## src/rtl/wb_port_scheduler.sv

```systemverilog
// Register-file write-port arbiter: the in-order WB stage has priority, and two multi-cycle units share the idle slots round-robin.
// A unit that waits STARVE_LIMIT cycles forces a DRAIN episode, which holds no_collision low until every starved unit has retired.
module wb_port_scheduler #(
  parameter int n            = 32,
  parameter int STARVE_LIMIT = 8,
  parameter int CNT_W        = $clog2(STARVE_LIMIT + 1)
) (
  input  logic           clk,
  input  logic           reset_n,
  input  logic           pipe_wb_valid,
  input  logic [4:0]     pipe_wb_rd,
  input  logic [n-1:0]   pipe_wb_data,
  input  logic           pipe_wb_fp,
  input  logic [1:0]     mc_req_valid,
  input  logic [9:0]     mc_req_rd,
  input  logic [2*n-1:0] mc_req_data,
  input  logic [1:0]     mc_req_fp,
  output logic [1:0]     mc_req_ready,
  output logic           wb_we,
  output logic [4:0]     wb_rd,
  output logic [n-1:0]   wb_data,
  output logic           wb_fp,
  output logic           no_collision,
  output logic [15:0]    stall_cycles
);

  typedef enum logic {RUN = 1'b0, DRAIN = 1'b1} state_t;

  state_t        state_reg, state_next;
  logic          rr_ptr_reg, rr_ptr_next;
  logic [15:0]   stall_cycles_reg, stall_cycles_next;
  logic [1:0]    starved;
  logic [1:0]    starved_next;
  logic [1:0]    pool;
  logic [1:0]    grant;
  logic [4:0]    unit_rd   [2];
  logic [n-1:0]  unit_data [2];

  genvar gi;
  generate
    for (gi = 0; gi < 2; gi++) begin : g_unit
      logic [CNT_W-1:0] wait_cnt_reg, wait_cnt_next;

      assign unit_rd[gi]   = mc_req_rd[gi*5 +: 5];
      assign unit_data[gi] = mc_req_data[gi*n +: n];

      // A unit is starved once its wait counter has saturated at the limit.
      assign starved[gi]      = (wait_cnt_reg == CNT_W'(STARVE_LIMIT));
      assign starved_next[gi] = (wait_cnt_next == CNT_W'(STARVE_LIMIT));

      always_comb begin
        if (!mc_req_valid[gi] || grant[gi]) begin
          wait_cnt_next = '0;
        end else if (starved[gi]) begin
          wait_cnt_next = wait_cnt_reg;
        end else begin
          wait_cnt_next = wait_cnt_reg + CNT_W'(1);
        end
      end

      always_ff @(posedge clk) begin
        if (!reset_n) begin
          wait_cnt_reg <= '0;
        end else begin
          wait_cnt_reg <= wait_cnt_next;
        end
      end
    end
  endgenerate

  // During DRAIN the starved units form the candidate pool; otherwise every valid unit does.
  always_comb begin
    pool  = '0;
    grant = '0;
    if (reset_n && !pipe_wb_valid) begin
      pool = mc_req_valid;
      if (state_reg == DRAIN && |(mc_req_valid & starved)) begin
        pool = mc_req_valid & starved;
      end
      case (pool)
        2'b01:   grant = 2'b01;
        2'b10:   grant = 2'b10;
        2'b11:   grant = rr_ptr_reg ? 2'b10 : 2'b01;
        default: grant = 2'b00;
      endcase
    end
  end

  always_comb begin
    state_next = state_reg;
    case (state_reg)
      RUN: begin
        if (|(mc_req_valid & ~grant & starved)) begin
          state_next = DRAIN;
        end
      end
      DRAIN: begin
        if (!(|starved_next)) begin
          state_next = RUN;
        end
      end
      default: state_next = RUN;
    endcase
  end

  always_comb begin
    rr_ptr_next = rr_ptr_reg;
    if (grant[0]) begin
      rr_ptr_next = 1'b1;
    end else if (grant[1]) begin
      rr_ptr_next = 1'b0;
    end
  end

  always_comb begin
    stall_cycles_next = stall_cycles_reg;
    if (state_reg == DRAIN && stall_cycles_reg != 16'hFFFF) begin
      stall_cycles_next = stall_cycles_reg + 16'd1;
    end
  end

  always_ff @(posedge clk) begin
    if (!reset_n) begin
      state_reg        <= RUN;
      rr_ptr_reg       <= 1'b0;
      stall_cycles_reg <= 16'd0;
    end else begin
      state_reg        <= state_next;
      rr_ptr_reg       <= rr_ptr_next;
      stall_cycles_reg <= stall_cycles_next;
    end
  end

  always_comb begin
    wb_we   = 1'b0;
    wb_rd   = '0;
    wb_data = '0;
    wb_fp   = 1'b0;
    if (reset_n) begin
      if (pipe_wb_valid) begin
        wb_we   = 1'b1;
        wb_rd   = pipe_wb_rd;
        wb_data = pipe_wb_data;
        wb_fp   = pipe_wb_fp;
      end else if (grant[0]) begin
        wb_we   = 1'b1;
        wb_rd   = unit_rd[0];
        wb_data = unit_data[0];
        wb_fp   = mc_req_fp[0];
      end else if (grant[1]) begin
        wb_we   = 1'b1;
        wb_rd   = unit_rd[1];
        wb_data = unit_data[1];
        wb_fp   = mc_req_fp[1];
      end
    end
  end

  assign mc_req_ready = grant;
  assign no_collision = !reset_n || (state_reg == RUN);
  assign stall_cycles = stall_cycles_reg;

endmodule

```

## config.mk

```make
export PLATFORM = sky130hd
export DESIGN_NAME = wb_port_scheduler
export DESIGN_NICKNAME = d
export VERILOG_FILES = /design/src/rtl/wb_port_scheduler.sv
export SDC_FILE = /design/constraint.sdc
export NUM_CORES = 1
export LEC_CHECK = 0
export BUFFER_PORTS_ARGS = -buffer_cell sky130_fd_sc_hd__buf_2
export CAP_MARGIN = 20
export CORE_MARGIN = 3
export CORE_UTILIZATION = 42
export DETAILED_ROUTE_END_ITERATION = 16
export PLACE_DENSITY = 0.84
export SLEW_MARGIN = 10
export SYNTH_ARGS = -nofsm -noshare
export SYNTH_HDL_FRONTEND = slang
export SYNTH_SLANG_ARGS = --single-unit
```

## constraint.sdc

```tcl
create_clock -name clk -period 3.8 [get_ports clk]
set_clock_uncertainty 0.15 [all_clocks]
set_input_delay 0.76 -clock clk [delete_from_list [all_inputs] [get_ports clk]]
set_output_delay 0.76 -clock clk [all_outputs]
set_load 0.005 [all_outputs]
```

## Word level (Yosys, flattened, before mapping)

Index checks and enable logic that the tools add are counted.
W data, S select, Z words.

- Add/sub/neg operators: 3
- Equality and inequality tests: 8
- Multiplexer cells: 30
- Bitwise gates (word level): 5
- Reduce and logical (&&, ||, !) cells: 14

Operators by type and width:

| cell | number |
|---|---|
| $mux W32 | 4 |
| $mux W5 | 4 |
| $add A16 B1 Y16 const B | 1 |
| $eq A4 B4 Y1 const B | 4 |
| $mux W4 | 4 |
| $ne A16 B16 Y1 const B | 1 |
| $mux W1 | 12 |
| $add A4 B1 Y4 const B | 2 |
| $mux W2 | 4 |
| $and A2 B2 Y2 | 3 |
| $pmux W2 S3 | 1 |
| $reduce_or A2 Y1 | 3 |
| $eq A2 B2 Y1 const B | 2 |
| $logic_not A1 Y1 | 4 |
| $logic_and A1 B1 Y1 | 3 |
| $logic_or A1 B1 Y1 | 3 |
| $eq A2 B1 Y1 const B | 1 |
| $not A2 Y2 | 1 |
| $pmux W1 S2 | 1 |
| $reduce_bool A2 Y1 | 1 |
| $not A1 Y1 | 1 |

- Register bits: 26
- Bits of input ports: 119
- Word-level logic and storage cells: 65

## Depth between registers and ports, before layout

- Depth in word-level cells: 15
- Depth in mapped cells: 11
- Gate-level depth less buffers: 8

## Worst setup path after synthesis

Ideal clock, no wire load.

- Path type: input port to output port
- Start point: input port reset_n
- End point: output port wb_data[30]
- Arrival: 1990 ps
- Required time: 2890 ps
- Path slack: 900 ps
- Stages: 7
- Path buffers: 2
- Cell sequence: buf_2 > nand2_2 > or2_1 > a311oi_4 > buf_6 > a222oi_1 > inv_1

- Cells in the longest elaborated chain, start to end: 6

Ends and longest elaborated chain:

| item | line | RTL |
|---|---|---|
| start, declared | 9 | `input logic reset_n,` |
| $logic_and A1 B1 Y1 | 75 | `if (reset_n && !pipe_wb_valid) begin` |
| $mux W2 | 75 |  |
| via mc_req_ready[1] | 18 | `output logic [1:0] mc_req_ready,` |
| $mux W32 | 150 | `end else if (grant[1]) begin` |
| $mux W32 | 145 | `end else if (grant[0]) begin` |
| $mux W32 | 140 | `if (pipe_wb_valid) begin` |
| $mux W32 | 139 | `if (reset_n) begin` |
| end, declared | 21 | `output logic [n-1:0] wb_data,` |

The timed path passes the listed nets, and every way through them passes these cells.

## Worst setup path in the final report

- Start point: register g_unit[1].wait_cnt_reg[0]
- End point: output port wb_data[23]

- Cells in the longest elaborated chain, start to end: 13

Ends and longest elaborated chain:

| item | line | RTL |
|---|---|---|
| start, declared | 42 | `logic [CNT_W-1:0] wait_cnt_reg, wait_cnt_next;` |
| start signal, assigned | 65 | `wait_cnt_reg <= wait_cnt_next;` |
| $eq A4 B4 Y1 * | 48 | `assign starved[gi] = (wait_cnt_reg == CNT_W'(STARVE_LIMIT));` |
| $and A2 B2 Y2 * | 77, 78 |  |
| $reduce_or A2 Y1 | 77 | `if (state_reg == DRAIN && \|(mc_req_valid & starved)) begin` |
| $logic_and A1 B1 Y1 | 77 |  |
| $mux W2 * | 77 |  |
| $mux W2 * | 75 |  |
| $eq A2 B2 Y1 or $eq A2 B1 Y1 (tied branches) | 80 | `case (pool)` |
| $pmux W2 S3 * | 80 |  |
| $mux W2 * | 75 |  |
| $mux W32 | 150 |  |
| $mux W32 * | 145 |  |
| $mux W32 * | 140 |  |
| $mux W32 * | 139 |  |

Mark *: on every way between the ends. The rest lies on a longest branch, timed or not. The select of a mux whose other input is x is not followed.

==> results <==
- The flow ran to the end, and the final reports show no timing, DRC or antenna violations.
- The final count of hold timing violations is 0.
- In the final timing run, aggregate negative setup slack is 0 ns.
- The setup slack at placement is between 0.4 and 0.5 ns.
- Counting the fill cells in the layout gives 440.
- Clock latency on the worst-skew pair, taken at its later pin, is 0.27 ns.
- The post-route fraction of the period consumed by the critical path is 94.9%.
- The kind of cell with the highest combined delay along the critical path is buffers and inverters.
- The synthesized netlist occupies a cell area of about 2100 um2.
- The number of violations of the max-capacitance limit is 0.
- The headroom to the max-slew limit is 57.8%.
- The number of max-slew violations in the final report is 0.
- After synthesis, the mean cell area works out to approximately 8 um2.
- The number of global-route vias before repair is 2488.
- The via density per instance is 5.54.
- For the pin with the worst max-slew slack, the measured transition is 0.633 ns.
- The number of top-level design ports is 177.
- Sorting the synthesized cells by area gives the leading types as dfxtp_1, a222oi_1, inv_1.
- Summed over all layers, the routed wires come to 8100 um.
- Derived from the worst setup path, the maximum achievable clock frequency is 0.277 GHz.
- The number of flops mapped to enable cells by yosys is 0.
- The final cell count without fillers is 488.
- In this run the tool buffered the top-level ports with 176 buffer cells.
- The root buffer selected by CTS is clkbuf_8.
- The Yosys warning count is 0.
- The start point of the worst hold path is stall_cycles[9].
- The number of buffers inserted during clock tree synthesis is 3.
- The async set or reset register ratio after synthesis is 0%.
- In the final routed layout, each cell accounts on average for 16.6 um.
- On the final layout, the worst hold slack is between 0.3 and 0.4 ns.
- The iteration-0 DRC count of the detailed router is 250.
- The leakage power is 1.69 nW.
- The area share of the leading cell type in the synthesized netlist is 25.1%.
- The library cell used most frequently in the layout, excluding fill and tap cells, is buf_2.
- Setup violations remaining at the end of the flow were counted as 0.
- The first global-routing pass estimated 12600 um of wire.
- The number of stages on the worst setup path is 9.
- Setup repair after global routing left no endpoint under its margin.
- The highest-delay cell along the critical path is inv_2.
- The post-synthesis cell count is approximately 260.
- Once the floorplan was initialized, standard cells occupied 45.5% of the core.
- The number of resized instances in the post-cts repair step is 0.
- Buffers inserted to repair hold after CTS numbered 0.
- The total routing resource utilization after global routing is 26.0%.
- The type of the setup path with the least slack is register to primary output.
- The worst endpoint required time is 2.89 ns.
- In this run, synthesis produced a sequential element count of 26.
- Detailed placement finished with a half-perimeter wire length of 6480 um.
- The number of setup buffers added after CTS is 0.
- In this run the number of H-tree levels came out at 1.
- After clock tree synthesis, the clock-pin slew on the worst setup and hold paths is roughly 0.090 ns.
- The worst register-to-register path begins at g_unit[0].wait_cnt_reg[0].
- The first-pass detailed-route iteration total is 6.
- The worst hold path was traced through 2 stages.
- The critical-path maximum fanout is 39.
- The worst register-to-register path has a depth of 8.
- The worst setup path is launched from a register.
- Of all cell types, the one taking the most synthesized area is dfxtp_1.
- The final route contains 2704 vias.
- From synthesis to final layout, the design area changed by 43.5%.
- The largest net degree at the start of global routing is 45.
- IR analysis of the VDD net gives a maximum drop of 0.197 mV.
- The flip-flop count of the largest register, all copies and words added is 16.
- The worst hold-check path type is register to register.
- In this run, distinct cell masters in the synthesized netlist total 47.
- The primary flip-flop cell chosen by synthesis mapping is dfxtp_1.
- By instance count, the cell type seen most on the critical path is inv_1.
- The area enclosed by the die boundary is 5820 um2.
- The share of cells above drive strength 1 is 45.0%.
- After floorplanning, the core was sized to cover 4560 um2.
- The clock drives 26 sinks.
- The count of standard-cell rows is 24.
- The cell area power density is between 200 and 250 nW/um2.
- TritonCTS built the clock tree.
- Once detail routing completed, the nets flagged for antenna violations numbered 0.
- The source of the critical timing path is g_unit[1].wait_cnt_reg[0].
- The worst setup path is captured at a primary output.
- The deepest clock path buffer count is 2.
- The share of the yosys chip area belonging to registers is 25.1%.
- The cell total after placement is 484.
- In the layout the commonest cells are buf_2, inv_1, a222oi_1, dfxtp_1, nor2_1.
- The critical path arrival is 2.69 ns.
- The sum of internal, switching and leakage power is between 0.6 and 0.7 mW.
- The worst stage delay on the critical path is around 0.50 ns.
- The initial antenna violation count is 0.
- Global routing finished with a remaining overflow of 0.
- The final weighted congestion in routability-driven placement is 0.881.
- Synthesis produced a netlist with a net count of around 380.
- For this run, design rule violations remaining after detail routing come to 0.
- The slack of the critical path is 0.196 ns.
- Together, buffers and inverters on the worst path number 4.
- The signal on the critical path passes through inv_1 -> ha_1 -> and3b_1 -> o211ai_1 -> nand3_2 -> inv_2 -> a222oi_1 -> inv_1 -> buf_2.
- After the last flow step, the layout net total stands at 548.
- In this run the vertical extent of the chip is roughly 76 um.
- The floorplan die width is approximately 76 um.
- The final critical path time including I/O delays and setup is around 3.6 ns.
## tightest hold or removal path, stage by stage, from the launching register on
cell	delay [ns]
dfxtp_1	0.35
nand2_1	0.07
mux2i_1	0.06
## power by group
group	switching, mW	total, mW	internal [mW]
Combinational	0.0831	0.176	0.0931
Sequential	0.00368	0.279	0.275
Clock	0.0829	0.154	0.0710
## cell usage after synthesis (5+ instances only)
cell,instances
inv_1,47
a222oi_1,38
dfxtp_1,26
nor2_1,18
nand2_1,14
nand3_1,8
xnor2_1,8
nor3_1,7
xor2_1,7
buf_6,6
clkbuf_1,6
o21ai_0,6
and3_1,5
ha_1,5
## metrics by stage
stage	area (um2)	utilization, %
floorplan	2080	-
global placement	2940	64.3
detailed placement	2940	64.3
CTS	2980	65.2
global route	2980	65.2
finish	2980	65.3
## kinds of logic (layout without fill, tap and decap cells)
kind of cell / Yosys count / after routing / synth area share, %
flops: 26 / 26 / 25.1
compound gates: 67 / 67 / 29.8
other cells: 0 / 1 / 0
fa+ha+maj: 5 / 5 / 3.01
simple gates: 75 / 75 / 19.5
buf+inv: 67 / 231 / 14.9
mux: 3 / 3 / 1.51
xor+xnor: 15 / 15 / 6.33
## path summary, 6_finish.rpt
| kind | to | slack, ns |
|---|---|---|
| worst min-delay path | stall_cycles[9] | 0.36 |
| worst min register to register | stall_cycles[9] | 0.36 |
| worst max-delay path | wb_data[23] | 0.20 |
| worst max register to register | state_reg | 1.37 |
## area by class of cell
type,count,area [um2],area share [%]
Timing Repair Buffer,179,903,30.3
Antenna cell,1,2.50,0.0840
Multi-Input combinational cell,165,1250,41.9
Clock buffer,3,41.3,1.39
Inverter,49,184,6.17
Sequential cell,26,520,17.5
Tap cell,65,81.3,2.73
## routing by layer
| layer | track usage, % | vias up | routed length [um] |
|---|---|---|---|
| li1 | - | 1313 | - |
| met3 | 3.90 | 8 | 833 |
| met1 | 34.6 | 1240 | 3260 |
| met2 | 44.5 | 143 | 3920 |
| met5 | 0 | - | 0 |
| met4 | 4.89 | 0 | 79 |
(Power assumes the default switching activity.)
